<file path="config.mk">
export PLATFORM = sky130hd
export DESIGN_NAME = piso_stream
export DESIGN_NICKNAME = d
export VERILOG_FILES = /design/src/rtl/piso_stream.sv
export SDC_FILE = /design/constraint.sdc
export NUM_CORES = 1
export LEC_CHECK = 0
export BUFFER_PORTS_ARGS = -buffer_cell sky130_fd_sc_hd__clkbuf_2
export CAP_MARGIN = 20
export CORE_MARGIN = 10
export CORE_UTILIZATION = 47
export CTS_BUF_LIST = sky130_fd_sc_hd__clkbuf_16
export CTS_CLUSTER_SIZE = 16
export DETAILED_ROUTE_END_ITERATION = 7
export PLACE_DENSITY = 0.71
export SLEW_MARGIN = 40
export SYNTH_ARGS = -nofsm -noshare
export SYNTH_HDL_FRONTEND = slang
export SYNTH_SLANG_ARGS = --single-unit
</file>
<file path="constraint.sdc">
create_clock -name CLK -period 3.45 [get_ports CLK]
set_input_delay 0.5175 -clock CLK [delete_from_list [all_inputs] [get_ports CLK]]
set_output_delay 0.5175 -clock CLK [all_outputs]
set_load 0.01 [all_outputs]
</file>
<file path="src/rtl/piso_stream.sv">
// piso_stream: parallel-in/serial-out converter, valid/ready handshake on both sides.
// Latency: the first slice of a word is on OUT the cycle after its IN fire; back-to-back words emit with no bubble.
// Backpressure: OUT_READY low freezes the shifter; the one-entry holding buffer absorbs one more word, then IN_READY drops.
//
// Ports:
//   CLK, RESET_N                    clock (rising edge), asynchronous active-low reset
//   IN_VALID/IN_READY               input handshake; IN_READY depends on registers only
//   IN_DATA, IN_NUM, IN_LAST        parallel word, slice count minus one, packet-closing flag
//   OUT_VALID/OUT_READY             output handshake
//   OUT_DATA, OUT_LAST              current slice (zero when idle), last slice of a LAST word
module piso_stream #(
  parameter int DATA_IN_WIDTH  = 64,
  parameter int DATA_OUT_WIDTH = 16,
  parameter bit MSB_FIRST      = 1'b0,
  localparam int NUM_WORDS     = DATA_IN_WIDTH / DATA_OUT_WIDTH,
  localparam int CNT_W         = $clog2(NUM_WORDS)
) (
  input  logic                      CLK,
  input  logic                      RESET_N,
  input  logic                      IN_VALID,
  output logic                      IN_READY,
  input  logic [DATA_IN_WIDTH-1:0]  IN_DATA,
  input  logic [CNT_W-1:0]          IN_NUM,
  input  logic                      IN_LAST,
  output logic                      OUT_VALID,
  input  logic                      OUT_READY,
  output logic [DATA_OUT_WIDTH-1:0] OUT_DATA,
  output logic                      OUT_LAST
);

  generate
    if ((DATA_IN_WIDTH % DATA_OUT_WIDTH) != 0 || NUM_WORDS < 2) begin : g_bad_params
      $error("piso_stream: DATA_IN_WIDTH must be a multiple (>=2x) of DATA_OUT_WIDTH");
    end
  endgenerate

  // Shifter: the word currently being emitted.
  logic [DATA_IN_WIDTH-1:0]  sh_data;
  logic [CNT_W-1:0]          sh_rem;     // slices still to come after the current one
  logic                      sh_last;
  logic                      sh_valid;

  // Holding buffer: one word accepted while the shifter is busy.
  logic [DATA_IN_WIDTH-1:0]  hb_data;
  logic [CNT_W-1:0]          hb_num;
  logic                      hb_last;
  logic                      hb_valid;

  logic                      in_fire;
  logic                      out_fire;
  logic                      sh_done;
  logic                      free;
  logic [DATA_OUT_WIDTH-1:0] cur_slice;
  logic [DATA_IN_WIDTH-1:0]  sh_shifted;

  assign IN_READY = !hb_valid;
  assign in_fire  = IN_VALID & IN_READY;
  assign out_fire = sh_valid & OUT_READY;
  assign sh_done  = (sh_rem == '0);
  // Shifter can take a new word this edge: empty, or its final slice is leaving.
  assign free     = !sh_valid | (out_fire & sh_done);

  // The output end of the shifter is fixed; data moves toward it, zero-filling behind.
  generate
    if (MSB_FIRST) begin : g_msb
      assign cur_slice  = sh_data[DATA_IN_WIDTH-1 -: DATA_OUT_WIDTH];
      assign sh_shifted = sh_data << DATA_OUT_WIDTH;
    end else begin : g_lsb
      assign cur_slice  = sh_data[DATA_OUT_WIDTH-1:0];
      assign sh_shifted = sh_data >> DATA_OUT_WIDTH;
    end
  endgenerate

  assign OUT_VALID = sh_valid;
  assign OUT_DATA  = sh_valid ? cur_slice : '0;
  assign OUT_LAST  = sh_valid & sh_last & sh_done;

  always_ff @(posedge CLK or negedge RESET_N) begin
    if (!RESET_N) begin
      sh_data  <= '0;
      sh_rem   <= '0;
      sh_last  <= 1'b0;
      sh_valid <= 1'b0;
      hb_data  <= '0;
      hb_num   <= '0;
      hb_last  <= 1'b0;
      hb_valid <= 1'b0;
    end else begin
      if (out_fire && !sh_done) begin
        sh_data <= sh_shifted;
        sh_rem  <= sh_rem - CNT_W'(1);
      end else if (free) begin
        if (hb_valid) begin
          // Buffered word goes first; IN_READY is low so no IN fire can collide.
          sh_data  <= hb_data;
          sh_rem   <= hb_num;
          sh_last  <= hb_last;
          sh_valid <= 1'b1;
          hb_valid <= 1'b0;
        end else if (in_fire) begin
          // Direct path keeps single-slice words at one per cycle.
          sh_data  <= IN_DATA;
          sh_rem   <= IN_NUM;
          sh_last  <= IN_LAST;
          sh_valid <= 1'b1;
        end else begin
          sh_valid <= 1'b0;
        end
      end

      if (!free && in_fire) begin
        hb_data  <= IN_DATA;
        hb_num   <= IN_NUM;
        hb_last  <= IN_LAST;
        hb_valid <= 1'b1;
      end
    end
  end

endmodule

</file>
# --- Word level (Yosys, flattened, before mapping) ---
# Index checks and enable logic that the tools add are counted.
# Widths: inputs -> output; s select.
word_totals:
  elab_cells: 48
  in_bits: 71
  reg_bits: 136
  output_inout_bits: 19
op_classes:
  n_eq_ne: 1
  n_bitwise: 7
  n_reduce_logical: 15
  n_addsub: 1
  mux: 16
op_table:
  columns: ["cell", "count"]
  rows:
  - ["$mux 64", 4]
  - ["$mux 16", 1]
  - ["$mux 2", 4]
  - ["$mux 1", 7]
  - ["$reduce_and 2->1", 3]
  - ["$reduce_bool 2->1", 3]
  - ["$and 1x1->1", 5]
  - ["$logic_not 1->1", 4]
  - ["$reduce_and 3->1", 1]
  - ["$reduce_bool 3->1", 1]
  - ["$logic_and 1x1->1", 2]
  - ["$logic_not 2->1", 1]
  - ["$ne 2x1->1 const B", 1]
  - ["$sub 2x1->2 const B", 1]
  - ["$not 1->1", 1]
  - ["$or 1x1->1", 1]

# --- Longest topological paths before layout ---
# Gate-level depths: netlist (run 1).
depth:
  depth_word: 7
  mapped_depth: 9
  ltp_nobuf: 6

# --- Worst setup path after synthesis (run 1) ---
# OpenSTA, ideal clock, no wires.
synth_path:
  path_type: "reg2reg"
  startpoint: "register sh_rem[0]"
  endpoint: "register hb_data[33]"
  path_stages_with_launch: 8
  setup_time_ns: 0.125
  slack_ns: 1.839
  arrival_ns: 1.486
  cell_sequence: "dfrtp_1 > inv_1 > ha_1 > a21oi_2 > nand3_2 > buf_6 > buf_6 > mux2_4"
synth_between:
  elab_chain_len: 5
synth_lines:
  columns: ["item", "line_no", "source"]
  rows:
  - ["start, declared", "39", "logic [CNT_W-1:0] sh_rem;"]
  - ["start signal, assigned", "91", "sh_rem <= sh_rem - CNT_W'(1);"]
  - ["start signal, assigned", "96", "sh_rem <= hb_num;"]
  - ["$logic_not 2->1", "59", "assign sh_done = (sh_rem == '0);"]
  - ["$and 1x1->1", "61", "assign free = !sh_valid | (out_fire & sh_done);"]
  - ["$or 1x1->1", "61", null]
  - ["$logic_not 1->1", "111", "if (!free && in_fire) begin"]
  - ["$logic_and 1x1->1", "111", null]
  - ["end signal, assigned", "84", "hb_data <= '0;"]
  - ["end signal, assigned", "112", "hb_data <= IN_DATA;"]
  - ["end, declared", "44", "logic [DATA_IN_WIDTH-1:0] hb_data;"]
# Every way passes these cells.
# A chain may end at the register's enable or synchronous reset.

# --- Worst setup path in the final report (run 1) ---
layout_path:
  startpoint: "register sh_valid (netlist: OUT_VALID)"
  endpoint: "register hb_data[46]"
layout_between:
  elab_chain_len: 5
  word_cells_on_any_way: 6
  classes_between: "3 x bitwise; 3 x reduce/logical"
layout_lines:
  columns: ["item", "line_no", "source"]
  rows:
  - ["start, declared", "41", "logic sh_valid;"]
  - ["start signal, assigned", "83", "sh_valid <= 1'b0;"]
  - ["start signal, assigned", "98", "sh_valid <= 1'b1;"]
  - ["start signal, assigned", "105", "sh_valid <= 1'b1;"]
  - ["$and 1x1->1", "58", "assign out_fire = sh_valid & OUT_READY;"]
  - ["$and 1x1->1", "61", null]
  - ["$or 1x1->1 *", "61", null]
  - ["$logic_not 1->1 *", "111", null]
  - ["$logic_and 1x1->1 *", "111", null]
# Every way passes the cells marked *; elsewhere a longest branch is shown, timed or not.

==> metrics, run 1 <==
status complete, no violations; largest net degree at the start of global routing 133; Resized Gates After CTS 0; Final Critical Period 2.314 ns; Post-synth EDFFs 0; final hold slack 0.09728 ns; crit end category flop; maximum vdd drop 509.9 uV; DRC marker count from the first detailed-route iteration 238; post-route ant nets 0; max_slew headroom 52.91%; Post-CTS Hold Fix Bufs 0; # setup viols final 0; pwr dens about 970 nW/um^2; clock slew at reported path FFs 0.06 ns; Total GRT Usage between 10% and 20%; Clock Skew 0.006278 ns; max frequency 432.1 MHz; drt pass-1 iters 4; Seq cells post-synth 136; Final GP Congestion 0.7869; H-tree levels 4; CP Launch Type flop; vias in the first global route 4593; Final Net Count 724; # DRC 0; Final Power approximately 7.5 mW; setup TNS 0 ns; reported max-cap violation count 0; fraction of layout cells with a size suffix above 1 31.88%; leak pwr 3.847 nW; worst slew pin tran 0.7064 ns; arrival time worst endpoint 2.61 ns; RSZ-0062 raised after global routing no; Die ar. 19030 sq um; DIE WIDTH 138.0 microns; most frequent cells after synthesis 136 x dfrtp_1, 66 x nand2_1, 64 x mux2i_1; Yosys warning count 0; row count 43; Post-synth ARST share 100.0%; TritonCTS Sinks between 100 and 150; Cell Area, Placed slightly above 7000 sq um; vias per cell 5.198; TritonCTS clock tree done; crit path kind reg2reg; count leader, synth dfrtp_1; gr ovfl total 0; I/O pins 90; Synth area leaders dfrtp_1 52%, mux2i_1 9.8%, mux2_4 6.9%, mux2_2 6.5%, a21oi_1 3.9%; # diodes 0; wire per inst between 15 and 20 microns; initial antenna violation count 0; Final Slew Violations 0; Seq/Total Area, Yosys between 50% and 60%; hpwl dp between 9 and 10 mm; final wirelength roughly 14 mm; buffer count from post-CTS setup fixing 0; Worst EP required 3.75 ns; Synth cell types 32; HP Class in2async; Die Y about 140 microns; Placeable Area 13770 sq um; Fillers 1208; Skew-Pair Late Insertion Delay 0.42 ns; biggest area consumer among synthesized cells dfrtp_1; clock buffer depth 2; CTS Buf Count 17; area grow syn2layout 17.83%; DR vias 4392; first-pass GRT wire length 23.07 mm; ys flop type dfrtp_1; post-route cell area 7705 sq um; Post-Synthesis Cells 582; IO Port Bufs 89; syn_area_per_cell 11.24 sq um; Final period util 67.08%; endpoints failing hold 0; Syn Nets 654; Yosys top cell area share 52.05%; root buf cell clkbuf_16; Netlist Area Pre-Place 6539 sq um; worst-path fanout max 39; initial core utilization 47.47%; Final Core Density 55.94%
## worst max-delay path, cell delays in order (launching register included)
cell and delay [ns]:
dfrtp_1 0.74, inv_2 0.13, a21oi_2 0.22, nand3_4 0.39, buf_12 0.35, mux2_4 0.33
## area by class of cell
class                      instances  area [sq um]  share of cell area [%]
clock inverter                    15         207.7                   2.696
sequential                       136          3407                   44.22
multi-input combinational        398          2887                   37.46
timing repair buffer              95         538.0                   6.983
inverter                           4         15.01                  0.1949
clock buffer                      17         425.4                   5.521
tap                              180         225.2                   2.923
## kinds of logic after synthesis
family,synth area share (%)
AND/OR/NAND/NOR,9.223
AO/OA/AOI/OAI,11.14
buffers and inverters,4.172
adder cells (fa/ha/maj),0.1913
multiplexers,23.23
flip-flops,52.05
## through the flow
stage	worst slack, ns	cells
3_3_place_gp	1.245	813
2_1_floorplan	1.839	582
5_1_grt	0.9974	845
4_1_cts	1.132	845
3_5_place_dp	1.132	813
6_report	1.136	845
## power breakdown
| part | switching, mW | leakage, nW | internal [mW] |
|---|---|---|---|
| logic | 1.31 | 1.88 | 1.38 |
| registers | 0.512 | 1.66 | 2.36 |
| clock network | 0.666 | 0.310 | 1.27 |
## registers in the layout, indices dropped and copies added (netlist names)
register,count
hb_last,1
sh_last,1
sh_rem,2
sh_data,64
OUT_VALID,1
hb_num,2
hb_valid,1
hb_data,64
## per-layer routing
metal / GRT usage, % / vias up / share of wire (%)
met1: 18.34 / 2122 / 43
li1: - / 2153 / -
met5: 0 / - / 0
met2: 25.74 / 93 / 50
met4: 5.968 / 0 / 2.4
met3: 4.674 / 24 / 5.4
## final timing paths
path | startpoint | endpoint | cells after the start | slack [ns]
min | RESET_N | sh_rem[1] | 1 | 0.1
min in group CLK | IN_DATA[33] | hb_data[33] | 2 | 0.35
max in group asynchronous | RESET_N | hb_data[42] | 2 | 2.52
min reg2reg | sh_data[50] | sh_data[50] | 2 | 0.48
max | OUT_VALID | hb_data[46] | 5 | 1.14
max reg2reg | OUT_VALID | hb_data[46] | 5 | 1.14
## layout by cell type, fill, tap and decap left out, drive strengths merged
master	netlist	final
a211o	1	1
a21bo	1	1
a21oi	52	52
a31oi	1	1
and2	16	16
and3	2	2
and3b	1	1
buf	39	7
bufinv	0	5
clkbuf	5	105
clkinv	0	8
clkinvlp	0	2
dfrtp	136	136
ha	1	1
inv	4	4
mux2	68	68
mux2i	64	64
nand2	66	66
nand2b	2	2
nand3	1	1
nand3b	1	1
nor2	52	52
nor2b	1	1
o21ai	50	50
o221ai	1	1
o2bb2ai	1	1
o31ai	16	16
(Power assumes the default switching activity.)
==> inputs of run 2 (changes only) <==
- PLACE_DENSITY: 0.71 -> 0.74
- clock period: 3.45 -> 2.1 ns (I/O delays scaled with it)
==> run 2 against run 1 <==
Critical path depth rose by 2; setup slack got worse by 0.98 ns; sequential share of layout area fell by 0.55 points; die area did not move; critical path type unchanged.
==> metrics, run 2 (synthesis gave the netlist of run 1 again) <==
hpwl dp 10.62 mm (+8.7%); Total GRT Usage 16.51% (+1.1 points); FF-to-FF End sh_data[35]; H-tree levels 4 (unchanged); IO Port Bufs 89 (unchanged); Resized Gates After CTS 0 (unchanged); Final Critical Period 1.946 ns (-0.3682 ns); Placeable Area 13770 sq um (unchanged); CP max stage delay 0.51 ns (-0.23 ns); area grow syn2layout 19.33%; Cell Area, Placed 7196 sq um (+1.8%); Final GP Congestion 0.8093 (+2.8%); Final period util 92.66% (+26 points); CTS Buf Count 17 (unchanged); root buf cell clkbuf_16; max frequency 513.9 MHz (+19%); pwr dens 1593 nW/um^2 (+64%); maximum vdd drop 676.2 uV (+33%); endpoints failing hold 0 (unchanged); Critical Path, Cell by Cell inv_1 -> ha_1 -> and3b_4 -> buf_12 -> nor2_1 -> a21oi_1 -> o21ai_1; arrival time worst endpoint 2.23 ns (-0.38 ns); largest net degree at the start of global routing 88 (-34%); TritonCTS Sinks 136 (unchanged); Fillers 1199 (-0.75%); wire per inst 17.86 microns (+7.7%); Die ar. 19030 sq um (unchanged); crit path kind reg2reg; RSZ-0062 raised after global routing no; status complete, no violations; clock buffer depth 2 (unchanged); most frequent cells in the layout 135 x dfrtp_1, 88 x clkbuf_2, 66 x nand2_1; Clock Skew 0.008072 ns (+0.001794 ns); DIE WIDTH 138.0 microns (unchanged); leak pwr 3.913 nW (+1.7%); Worst EP required 2.39 ns (-1.36 ns); hold path cells 2; final wirelength 15.25 mm (+8.8%); Min-Delay Endpoint hb_data[23]; post-route cell area 7802 sq um (+1.3%); vias in the first global route 4707 (+2.5%); internal power 8.213 mW (+64%); Final Slew Violations 0 (unchanged); Hold Startpoint IN_DATA[23]; DRC marker count from the first detailed-route iteration 309 (+30%); fraction of layout cells with a size suffix above 1 31.95% (+0.067 points); clock slew at reported path FFs 0.06 ns (about the same); crit end category flop; Seq pwr share 37.4% (-0.9 points); first-pass GRT wire length 24.38 mm (+5.7%); R2R depth 7 (+2); post-route ant nets 0 (unchanged); # DRC 0 (unchanged); Die Y 138.0 microns (unchanged); drt pass-1 iters 5 (+1); Gate power share 38.3% (+2.5 points); worst-path fanout max 35 (-10%); row count 43 (unchanged); gr ovfl total 0 (unchanged); worst slew pin tran 0.5159 ns (-0.1905 ns); setup TNS 0 ns (unchanged); CP bufs+invs 2 (unchanged); max_slew headroom 65.61% (+13 points); reported max-cap violation count 0 (unchanged); Clock power frac 24.3% (-1.5 points); DR vias 4541 (+3.4%); Critical R2R Launch sh_rem[0]; CP Launch Type flop; Top Family by Delay on Critical Path simple AND/OR/NAND/NOR gates; Final Net Count 732 (+1.1%); Post-Place Worst Slack 0.2204 ns (-0.9116 ns); I/O pins 90 (unchanged); Skew-Pair Late Insertion Delay 0.42 ns (about the same); Setup WS post-layout 0.1540 ns (-0.9818 ns); R2R Setup Slk 0.15 ns (-0.98 ns); HP Class in2reg; switching share of total power 33.91% (+0.75 points); TritonCTS clock tree done; vias per cell 5.317 (+2.3%); Largest regs hb_data x64, sh_data x64; # setup viols final 0 (unchanged); commonest non-fill, non-tap cell in the layout dfrtp_1; initial core utilization 47.47% (unchanged); crit path max-delay cell type and3b_4; initial antenna violation count 1 (+1); Sw Pwr 4.214 mW (+70%)
==> run 2: layer usage <==
metal	share of wire, %	up-vias	routed length, microns	track usage, %
li1	-	2171	-	-
met5	0	-	0	0
met3	4.7	32	711	3.841
met4	2.8	0	431	8.227
met1	42	2233	6378	19.54
met2	51	105	7727	27.60
==> run 2: worst max path at each step <==
| stage | to | slack, ns | depth (start not counted) | from |
|---|---|---|---|---|
| after global routing | sh_data[35] | 0.02 | 7 | sh_rem[0] |
| after floorplan | hb_data[33] | 0.49 | 7 | sh_rem[0] |
| final | sh_data[35] | 0.15 | 7 | sh_rem[0] |
| after global placement | sh_data[20] | 0.29 | 7 | sh_rem[0] |
| after detailed placement | sh_data[20] | 0.22 | 7 | sh_rem[0] |
| after CTS | sh_data[20] | 0.19 | 7 | sh_rem[0] |
==> run 2: cell type report <==
class / count / area [sq um] / area share (%)
Sequential cell: 136 / 3407 / 43.67
Multi-Input combinational cell: 398 / 2887 / 36.99
Timing Repair Buffer: 103 / 671.9 / 8.611
Clock buffer: 17 / 425.4 / 5.452
Tap cell: 180 / 225.2 / 2.886
Clock inverter: 15 / 168.9 / 2.165
Inverter: 4 / 15.01 / 0.1924
Antenna cell: 1 / 2.502 / 0.03207
==> run 2: stage by stage <==
step                hold slack [ns]  power (mW)  instances  utilization, %
floorplan                   0.01941       8.092        582               -
global placement             0.3141       9.178        820           52.24
detailed placement           0.3170       9.405        820           52.24
CTS                          0.1260       12.52        853           56.63
global route                 0.1349       13.22        854           56.65
finish                       0.1396       12.43        854           56.65
==> run 2: what timing repair did <==
item | in CTS | in global routing
setup buffers | 0 | 0
hold endpoints to repair | 52 | 0
hold buffers | 1 | 0
==> run 2: power groups by stage <==
stage | registers, mW | logic, mW | clock network, mW
floorplan | 4.34 | 3.75 | 0
global placement | 4.57 | 4.61 | 0
detailed placement | 4.67 | 4.74 | 0
CTS | 4.64 | 4.81 | 3.06
global route | 4.79 | 5.24 | 3.19
finish | 4.65 | 4.76 | 3.02
